[src/rtl/dec_i2c_slave_regs_if.sv]
`default_nettype none
// ============================================================================
// dec_i2c_slave_regs_if : I2C pad signals and write-mirror port of the decoder
//                         register target.   Rev 1.0
// ============================================================================
interface dec_i2c_slave_regs_if;
   logic       scl_in;
   logic       sda_in;
   logic       sda_oe;
   logic       write;
   logic [7:0] SubAddrL;
   logic [7:0] data;
   logic       busy;

   modport master (
      output scl_in, sda_in,
      input  sda_oe, write, SubAddrL, data, busy
   );

   modport slave (
      input  scl_in, sda_in,
      output sda_oe, write, SubAddrL, data, busy
   );
endinterface
`default_nettype wire

[src/rtl/dec_i2c_slave_regs.sv]
`default_nettype none
// ============================================================================
// dec_i2c_slave_regs : I2C target with 256x8 register file and write mirror.
// Rev 1.0 -- define DEC_I2C_SLAVE_AUTOINC_EN for sub-address auto-increment.
// ============================================================================
module dec_i2c_slave_regs #(
   parameter logic [6:0] DEV_ADDR = 7'h20
) (
   input wire                  clk,
   input wire                  reset,
   dec_i2c_slave_regs_if.slave bus_if
);

   typedef enum logic [3:0] {
      S_IDLE      = 4'd0,
      S_DEVADDR   = 4'd1,
      S_ACK_DEV   = 4'd2,
      S_SUBADDR   = 4'd3,
      S_ACK_SUB   = 4'd4,
      S_WDATA     = 4'd5,
      S_ACK_WDATA = 4'd6,
      S_RDATA     = 4'd7,
      S_MACK      = 4'd8,
      S_IGNORE    = 4'd9
   } state_t;

   state_t     state_q;
   logic       scl_s1_q, scl_s2_q, scl_h_q;
   logic       sda_s1_q, sda_s2_q, sda_h_q;
   logic       scl_rise_q, scl_fall_q, start_q, stop_q, sda_bit_q;
   logic [7:0] shreg_q, ptr_q, subaddr_q, data_q;
   logic [3:0] bitcnt_q;
   logic       rw_q, mack_q, sda_oe_q, write_q, busy_q;
   logic [7:0] regs_q [256];

   logic [7:0] ptr_d;
   logic [7:0] w_shift, w_rd_cur, w_rd_nxt;
   logic       w_wr_en;

`ifdef DEC_I2C_SLAVE_AUTOINC_EN
   assign ptr_d = ptr_q + 8'd1;
`else
   assign ptr_d = ptr_q;
`endif

   assign w_shift  = {shreg_q[6:0], sda_bit_q};
   assign w_rd_cur = regs_q[ptr_q];
   assign w_rd_nxt = regs_q[ptr_d];
   assign w_wr_en  = (state_q == S_WDATA) && scl_rise_q && (bitcnt_q == 4'd7)
                     && !stop_q && !start_q;

   // Synchronizer, history and a registered compare stage: events reach the FSM 3 clk after the pad.
   always_ff @(posedge clk or negedge reset) begin
      if (!reset) begin
         scl_s1_q   <= 1'b1;
         scl_s2_q   <= 1'b1;
         scl_h_q    <= 1'b1;
         sda_s1_q   <= 1'b1;
         sda_s2_q   <= 1'b1;
         sda_h_q    <= 1'b1;
         scl_rise_q <= 1'b0;
         scl_fall_q <= 1'b0;
         start_q    <= 1'b0;
         stop_q     <= 1'b0;
         sda_bit_q  <= 1'b1;
      end else begin
         scl_s1_q   <= bus_if.scl_in;
         scl_s2_q   <= scl_s1_q;
         scl_h_q    <= scl_s2_q;
         sda_s1_q   <= bus_if.sda_in;
         sda_s2_q   <= sda_s1_q;
         sda_h_q    <= sda_s2_q;
         scl_rise_q <= scl_s2_q & ~scl_h_q;
         scl_fall_q <= ~scl_s2_q & scl_h_q;
         start_q    <= scl_s2_q & scl_h_q & sda_h_q & ~sda_s2_q;
         stop_q     <= scl_s2_q & scl_h_q & ~sda_h_q & sda_s2_q;
         sda_bit_q  <= sda_s2_q;
      end
   end

   always_ff @(posedge clk or negedge reset) begin
      if (!reset) begin
         state_q   <= S_IDLE;
         shreg_q   <= 8'h00;
         ptr_q     <= 8'h00;
         subaddr_q <= 8'h00;
         data_q    <= 8'h00;
         bitcnt_q  <= 4'd0;
         rw_q      <= 1'b0;
         mack_q    <= 1'b1;
         sda_oe_q  <= 1'b0;
         write_q   <= 1'b0;
         busy_q    <= 1'b0;
      end else begin
         write_q <= 1'b0;
         // STOP outranks START, which outranks any SCL edge in the same cycle.
         if (stop_q) begin
            state_q  <= S_IDLE;
            sda_oe_q <= 1'b0;
            busy_q   <= 1'b0;
            bitcnt_q <= 4'd0;
         end else if (start_q) begin
            state_q  <= S_DEVADDR;
            bitcnt_q <= 4'd0;
         end else begin
            case (state_q)
               S_DEVADDR: begin
                  if (scl_rise_q && bitcnt_q != 4'd8) begin
                     shreg_q  <= w_shift;
                     bitcnt_q <= bitcnt_q + 4'd1;
                  end else if (scl_fall_q && bitcnt_q == 4'd8) begin
                     bitcnt_q <= 4'd0;
                     if (shreg_q[7:1] == DEV_ADDR) begin
                        sda_oe_q <= 1'b1;
                        busy_q   <= 1'b1;
                        rw_q     <= shreg_q[0];
                        state_q  <= S_ACK_DEV;
                     end else begin
                        state_q  <= S_IGNORE;
                     end
                  end
               end
               S_ACK_DEV: begin
                  if (scl_fall_q) begin
                     if (rw_q) begin
                        shreg_q  <= w_rd_cur;
                        sda_oe_q <= ~w_rd_cur[7];
                        state_q  <= S_RDATA;
                     end else begin
                        sda_oe_q <= 1'b0;
                        state_q  <= S_SUBADDR;
                     end
                  end
               end
               S_SUBADDR: begin
                  if (scl_rise_q && bitcnt_q != 4'd8) begin
                     shreg_q  <= w_shift;
                     bitcnt_q <= bitcnt_q + 4'd1;
                  end else if (scl_fall_q && bitcnt_q == 4'd8) begin
                     bitcnt_q <= 4'd0;
                     ptr_q    <= shreg_q;
                     sda_oe_q <= 1'b1;
                     state_q  <= S_ACK_SUB;
                  end
               end
               S_ACK_SUB, S_ACK_WDATA: begin
                  if (scl_fall_q) begin
                     sda_oe_q <= 1'b0;
                     state_q  <= S_WDATA;
                  end
               end
               S_WDATA: begin
                  if (scl_rise_q && bitcnt_q != 4'd8) begin
                     shreg_q  <= w_shift;
                     bitcnt_q <= bitcnt_q + 4'd1;
                     if (w_wr_en) begin
                        write_q   <= 1'b1;
                        subaddr_q <= ptr_q;
                        data_q    <= w_shift;
                        ptr_q     <= ptr_d;
                     end
                  end else if (scl_fall_q && bitcnt_q == 4'd8) begin
                     bitcnt_q <= 4'd0;
                     sda_oe_q <= 1'b1;
                     state_q  <= S_ACK_WDATA;
                  end
               end
               S_RDATA: begin
                  if (scl_rise_q && bitcnt_q != 4'd8) begin
                     bitcnt_q <= bitcnt_q + 4'd1;
                  end else if (scl_fall_q) begin
                     if (bitcnt_q == 4'd8) begin
                        bitcnt_q <= 4'd0;
                        sda_oe_q <= 1'b0;
                        state_q  <= S_MACK;
                     end else begin
                        shreg_q  <= {shreg_q[6:0], 1'b0};
                        sda_oe_q <= ~shreg_q[6];
                     end
                  end
               end
               S_MACK: begin
                  if (scl_rise_q) begin
                     mack_q <= sda_bit_q;
                  end else if (scl_fall_q) begin
                     if (!mack_q) begin
                        ptr_q    <= ptr_d;
                        shreg_q  <= w_rd_nxt;
                        sda_oe_q <= ~w_rd_nxt[7];
                        state_q  <= S_RDATA;
                     end else begin
                        sda_oe_q <= 1'b0;
                        state_q  <= S_IGNORE;
                     end
                  end
               end
               default: begin
               end
            endcase
         end
      end
   end

   // Register file deliberately has no reset.
   always_ff @(posedge clk) begin
      if (w_wr_en) begin
         regs_q[ptr_q] <= w_shift;
      end
   end

   assign bus_if.sda_oe   = sda_oe_q;
   assign bus_if.write    = write_q;
   assign bus_if.SubAddrL = subaddr_q;
   assign bus_if.data     = data_q;
   assign bus_if.busy     = busy_q;

endmodule
`default_nettype wire

[src/flat_wrapper.sv]
// flat-port wrapper written by rule: the top's interface ports become plain ports
module dec_i2c_slave_regs_flat 
#(
   parameter logic [6:0] DEV_ADDR = 7'h20
)
  (clk, reset, bus_if_scl_in, bus_if_sda_in, bus_if_sda_oe, bus_if_write, bus_if_SubAddrL, bus_if_data, bus_if_busy);
  dec_i2c_slave_regs_if bus_if_i ();
  input wire clk;
  input wire reset;
  input wire logic [$bits(bus_if_i.scl_in)-1:0] bus_if_scl_in;
  input wire logic [$bits(bus_if_i.sda_in)-1:0] bus_if_sda_in;
  output wire logic [$bits(bus_if_i.sda_oe)-1:0] bus_if_sda_oe;
  output wire logic [$bits(bus_if_i.write)-1:0] bus_if_write;
  output wire logic [$bits(bus_if_i.SubAddrL)-1:0] bus_if_SubAddrL;
  output wire logic [$bits(bus_if_i.data)-1:0] bus_if_data;
  output wire logic [$bits(bus_if_i.busy)-1:0] bus_if_busy;
  assign bus_if_i.scl_in = bus_if_scl_in;
  assign bus_if_i.sda_in = bus_if_sda_in;
  assign bus_if_sda_oe = bus_if_i.sda_oe;
  assign bus_if_write = bus_if_i.write;
  assign bus_if_SubAddrL = bus_if_i.SubAddrL;
  assign bus_if_data = bus_if_i.data;
  assign bus_if_busy = bus_if_i.busy;
  dec_i2c_slave_regs #(.DEV_ADDR(DEV_ADDR)) u_core (.clk(clk), .reset(reset), .bus_if(bus_if_i));
endmodule
[config.mk]
export PLATFORM = sky130hd
export DESIGN_NAME = dec_i2c_slave_regs_flat
export DESIGN_NICKNAME = d
export VERILOG_FILES = /design/src/rtl/dec_i2c_slave_regs_if.sv /design/src/rtl/dec_i2c_slave_regs.sv /design/src/flat_wrapper.sv
export SDC_FILE = /design/constraint.sdc
export NUM_CORES = 2
export LEC_CHECK = 0
export CAP_MARGIN = 10
export CORE_ASPECT_RATIO = 1.4
export CORE_UTILIZATION = 29
export CTS_CLUSTER_DIAMETER = 120
export CTS_CLUSTER_SIZE = 24
export DETAILED_ROUTE_END_ITERATION = 10
export SLEW_MARGIN = 40
export SYNTH_ARGS = -nofsm -noshare
export SYNTH_HDL_FRONTEND = slang
export SYNTH_SLANG_ARGS = --single-unit
[constraint.sdc]
create_clock -name clk -period 10.1 [get_ports clk]
set_clock_uncertainty 0.1 [all_clocks]
set_input_delay 1.515 -clock clk [delete_from_list [all_inputs] [get_ports clk]]
set_output_delay 1.515 -clock clk [all_outputs]
set_load 0.05 [all_outputs]
# Word level (Yosys, flattened, before mapping)
# Memories as Yosys holds them, arrays and structs flattened.
# Index checks and enable logic that the tools add are counted.
# word_totals
input_bits	4
elab_cells	179
memories	1
ff_bits	55
ramBits	2048
# classes
n_eq_ne	50
mux	63
bitwise	16
n_reduce_logical	27
n_addsub	1
# memory_table
name	depth	word_bits	rd	rd_ports_with_merged_regs	wr	line	rtl
u_core.regs_q	256	8	1	0	1	dec_i2c_slave_regs.sv:34	logic [7:0] regs_q [256];
# op_table
op	n
$mux W4	24
$mux W8	9
$pmux W8 S4	1
$ne A4 B1 Y1 const B	7
$pmux W4 S7	1
$mux W1	25
$ne A3 B1 Y1 const B	7
$eq A4 B3 Y1 const B	5
$ne A4 B2 Y1 const B	5
$ne A5 B1 Y1 const B	3
$reduce_and A5 Y1	3
$reduce_and A14 Y1	1
$reduce_and A13 Y1	1
$ne A2 B1 Y1 const B	6
$reduce_and A12 Y1	1
$ne A2 B2 Y1 const B	5
$ne A3 B2 Y1 const B	3
$not A1 Y1	9
$reduce_bool A9 Y1	1
$eq A4 B2 Y1 const B	2
$eq A4 B4 Y1 const B	2
$ne A4 B4 Y1 const B	2
$pmux W4 S2	1
$reduce_and A4 Y1	2
other kinds (15)	31

# Depth between registers and ports, before layout
# logic_depth
depth_word	10
mapped_depth	13
mapped_depth_nobuf	9

# Least setup slack after synthesis
# No wires, ideal clock.
# synth_path
kind	register -> register
from	register u_core.shreg_q[5]
to	register u_core.state_q[3]
path_stages_with_launch	7
t_arrival_ns	4.608
required_ns	9.901
path_slack_ns	5.293
setup_time_ns	0.099
cell_sequence	dfrtp_1 > nor4_1 > and3_1 > or3_1 > o21ai_0 > a21oi_1 > a311oi_1
# synth_between
elab_chain_cells	7
# synth_rtl
item	line	rtl
from (decl)	dec_i2c_slave_regs.sv:31	logic [7:0] shreg_q, ptr_q, subaddr_q, data_q;
from (signal assigned)	dec_i2c_slave_regs.sv:109	shreg_q <= w_shift;
from (signal assigned)	dec_i2c_slave_regs.sv:126	shreg_q <= w_rd_cur;
from (signal assigned)	dec_i2c_slave_regs.sv:137	shreg_q <= w_shift;
$eq A7 B6 Y1	dec_i2c_slave_regs.sv:113	if (shreg_q[7:1] == DEV_ADDR) begin
$mux W4	dec_i2c_slave_regs.sv:113	
$mux W4	dec_i2c_slave_regs.sv:111	end else if (scl_fall_q && bitcnt_q == 4'd8) begin
$mux W4	dec_i2c_slave_regs.sv:108	if (scl_rise_q && bitcnt_q != 4'd8) begin
$pmux W4 S7	dec_i2c_slave_regs.sv:106	case (state_q)
$mux W4	dec_i2c_slave_regs.sv:102	end else if (start_q) begin
$mux W4	dec_i2c_slave_regs.sv:97	if (stop_q) begin
to (signal assigned)	dec_i2c_slave_regs.sv:98	state_q <= S_IDLE;
to (signal assigned)	dec_i2c_slave_regs.sv:103	state_q <= S_DEVADDR;
to (signal assigned)	dec_i2c_slave_regs.sv:117	state_q <= S_ACK_DEV;
to (decl)	dec_i2c_slave_regs.sv:27	state_t state_q;
# Every way passes these cells. The select of a mux whose other input is x is not followed.
# A chain may end at the register's enable or synchronous reset.

# Worst setup path after layout
# layout_path
from	register u_core.ptr_q[0] (netlist: u_core.ptr_d[0])
to	register u_core.shreg_q[1]
# layout_between
elab_chain_cells	5
elab_cells_between_ends	7
classes_between	mux: 6; memory: 1
# layout_rtl
item	line	rtl
from (decl)	dec_i2c_slave_regs.sv:31	
from (signal assigned)	dec_i2c_slave_regs.sv:141	ptr_q <= shreg_q;
from (signal assigned)	dec_i2c_slave_regs.sv:160	ptr_q <= ptr_d;
from (signal assigned)	dec_i2c_slave_regs.sv:187	ptr_q <= ptr_d;
$mem_v2 Z256 W8 (*)	n/a	
$mux W8	dec_i2c_slave_regs.sv:186	if (!mack_q) begin
$mux W8	dec_i2c_slave_regs.sv:185	end else if (scl_fall_q) begin
$mux W8	dec_i2c_slave_regs.sv:183	if (scl_rise_q) begin
$pmux W8 S4 (*)	dec_i2c_slave_regs.sv:106	
to (signal assigned)	dec_i2c_slave_regs.sv:109	
to (signal assigned)	dec_i2c_slave_regs.sv:177	shreg_q <= {shreg_q[6:0], 1'b0};
to (signal assigned)	dec_i2c_slave_regs.sv:188	shreg_q <= w_rd_nxt;
# Every way passes the cells marked *; elsewhere a longest branch is shown, timed or not. The select of a mux whose other input is x is not followed.

==> results.toml <==
[cts]
clock-root-buffer = "clkbuf_16"
clockBufferDepth = 3
ctsHoldBuffers = 0
clk_pin_slew_worst_paths_ns = 0.10
cts_tree = "built"
worstSkewPairLatency_ns = 0.75
clock-sinks = 2103
cts_buffers = 97
htree_levels = 3
cts_setup_buffers = 0
post_cts_resized = 0

[power]
leakage_uw = 0.0251
ir_drop_v = 0.000147
cellPowerDensity_nw_per_um2 = 192

[critical_path]
cp_slowest_cell = "buf_4"
critPathTopFamily = "buffers and inverters"
ff2ff_path_depth = 9
critical_path.max_fanout = 39
critPathLaunchType = "flip-flop"
crit_required_ns = 10.59
path_buf_inv = 3
crit_type = "flip-flop to flip-flop"
reg2reg_to = "u_core.shreg_q[1]$_DFFE_PN0P_"
crit_chain = "buf_6, buf_4, buf_4, mux4_2, a221oi_1, o22ai_1, o21ai_0, and4b_1, a221oi_1"
reg2reg_slack_ns = 4.96
cpPeakStageDelay_ns = 0.72
rr_startpoint = "u_core.ptr_d[0]$_DFFE_PN0P_"
endpoint_kind = "flip-flop"
arrival_ns = 5.62

[floorplanning]
std_cell_rows = 230
core-area_um2 = 280000
die_h_um = 630
io_pins = 23
initial_core_util_pct = 29.2
die_w_um = 450
die_area_um2 = 284000

[route]
antenna_left = 0
first_iter_violations = 4033
vias_per_cell = 5.07
wirelength_mm = 207
num_vias = 37800
drcViolationCount = 0
first_pass_iters = 7
wire_per_inst_um = 27.7

[logic_synthesis]
syn_avg_cell_area_um2 = 22.0
yosys.area.top_type = "edfxtp_1"
synth.top_cell.area_share_pct = 75.3
yosys.area_share.simple_pct = 2.66
ys_seq_elements = 2103
ys_warn_count = 0
synth-async-reset-ratio_pct = 2.62
synth_mux_area_share_pct = 16.9
netlist_instances = 3716
synth_edf_count = 2048
synth_top_family_by_area = "multiplexers"
synth_adder_area_share_pct = 0.0307
synth_compound_area_share_pct = 1.87
ys_seq_area_share_pct = 77.0
ys_top_cells_by_area = "edfxtp_1, mux4_2, dfrtp_1"
synth_area_um2 = 81600
synth_flop_cell = "edfxtp_1"
synthTopCellsByCount = "edfxtp_1, mux4_2, nor2_1, nand2_1, clkbuf_1"
synth_xor_area_share_pct = 0
syn_nets = 3722
ys_types = 59
synth_most_common_cell = "edfxtp_1"

[timing]
setup-tns-final_ns = 0
finalCriticalPeriod_ns = 5.14
setup_viol = 0
finalCritPeriodShare_pct = 50.9
max_freq_mhz = 195
maxSlewHeadroom_pct = 38.6
rsz0062_at_grt = "false"
worst_pin_slew_ns = 0.921
drv_slew = 0
hold_viol = 0
layout_setup_ws_ns = 4.96

[placed_design]
place_congestion = 0.821
dp_hpwl_mm = 126
io_buffers = 22
dp_slack_ns = 4.72

[layout]
drive_above_1_share_pct = 26.4
layout.nets = 3705
areaGrowthSynthToFinish_pct = 9.62
fillers = 26300

[status]
status = "completed"

[global_route]
gr-usage-all-layers_pct = 14.3
grt_max_degree = 190
antenna_found_initial = 1
grt_overflow = 0
grt_pass1_wl_mm = 295
grt_pass1_vias = 39100

[hold_path]
hold_end = "u_core.scl_s2_q$_DFF_PN1_"
hold_depth = 0
min_from = "u_core.scl_s1_q$_DFF_PN1_"
hold_class = "flip-flop to flip-flop"

[job]
maxCapViolCount = 0
==> cells by family (layout without fill, tap and decap cells) <==
family	Yosys count	in the layout
simple gates	521	521
flops	2103	2103
fa+ha+maj	2	2
buf+inv	231	245
mux	644	644
other cells	0	5
compound gates	215	215
==> routing by layer <==
metal	part of all wire, %	track usage [%]	vias up
met2	52	25.3	1473
met3	5.9	1.94	302
met4	4.9	6.50	0
met1	37	17.1	20600
li1	-	-	15400
met5	0	0	-
==> metrics by stage <==
step / utilization (%) / power (µW) / cell area [µm²] / hold WS, ns / instances
global placement: 30.7 / 12800 / 86000 / 0.251 / 7300
global route: 32.0 / 17700 / 89500 / 0.264 / 7443
CTS: 31.8 / 17300 / 89200 / 0.265 / 7438
floorplan: - / 12100 / 81600 / 0.245 / 3716
finish: 32.0 / 17200 / 89500 / 0.261 / 7447
detailed placement: 30.9 / 12900 / 86500 / 0.248 / 7308
==> flip-flops by register name, indices dropped and copies added (netlist names), 4 cells and up <==
register,flops
u_core.bus_if.data,8
u_core.bus_if.SubAddrL,8
u_core.bitcnt_q,4
u_core.shreg_q,8
u_core.ptr_d,8
u_core.regs_q,2048
u_core.state_q,4
==> worst max-delay path by stage <==
stage | startpoint | endpoint | slack [ns] | cells past startpoint
3_3_place_gp | u_core.ptr_d[0]$_DFFE_PN0P_ | u_core.shreg_q[7]$_DFFE_PN0P_ | 4.45 | 9
6_report | u_core.ptr_d[0]$_DFFE_PN0P_ | u_core.shreg_q[1]$_DFFE_PN0P_ | 4.96 | 9
2_1_floorplan | u_core.shreg_q[5]$_DFFE_PN0P_ | u_core.state_q[3]$_DFFE_PN0P_ | 5.29 | 6
3_5_place_dp | u_core.ptr_d[0]$_DFFE_PN0P_ | u_core.shreg_q[1]$_DFFE_PN0P_ | 4.72 | 9
5_1_grt | u_core.ptr_d[0]$_DFFE_PN0P_ | u_core.shreg_q[1]$_DFFE_PN0P_ | 4.55 | 9
4_1_cts | u_core.ptr_d[0]$_DFFE_PN0P_ | u_core.shreg_q[1]$_DFFE_PN0P_ | 4.69 | 9
==> power breakdown <==
| group | internal, µW | switching (µW) | leakage [µW] |
|---|---|---|---|
| combinational | 447 | 1450 | 0.00492 |
| sequential | 10600 | 248 | 0.0189 |
| clock | 1840 | 2630 | 0.00129 |
==> cells in the final DEF, fill, tap and decap left out, types with 36 or more instances in the layout <==
master     count
edfxtp_1    2048
mux4_2       587
nor2_1       155
nor2_2       142
nand2_1      113
clkbuf_16    100
a22oi_1       49
buf_4         49
mux2i_1       42
a21oi_1       38
dfrtp_1       36
==> cell type report <==
class,instances,area [µm²],share of cell area [%]
Clock inverter,4,62.6,0.0699
Sequential cell,2103,62900,70.3
Clock buffer,126,2600,2.91
Inverter,11,41.3,0.0461
Tap cell,3712,4640,5.19
Antenna cell,5,12.5,0.0140
Timing Repair Buffer,104,1110,1.25
Multi-Input combinational cell,1382,18100,20.2
No activity file was read; power rests on OpenSTA's default activity.
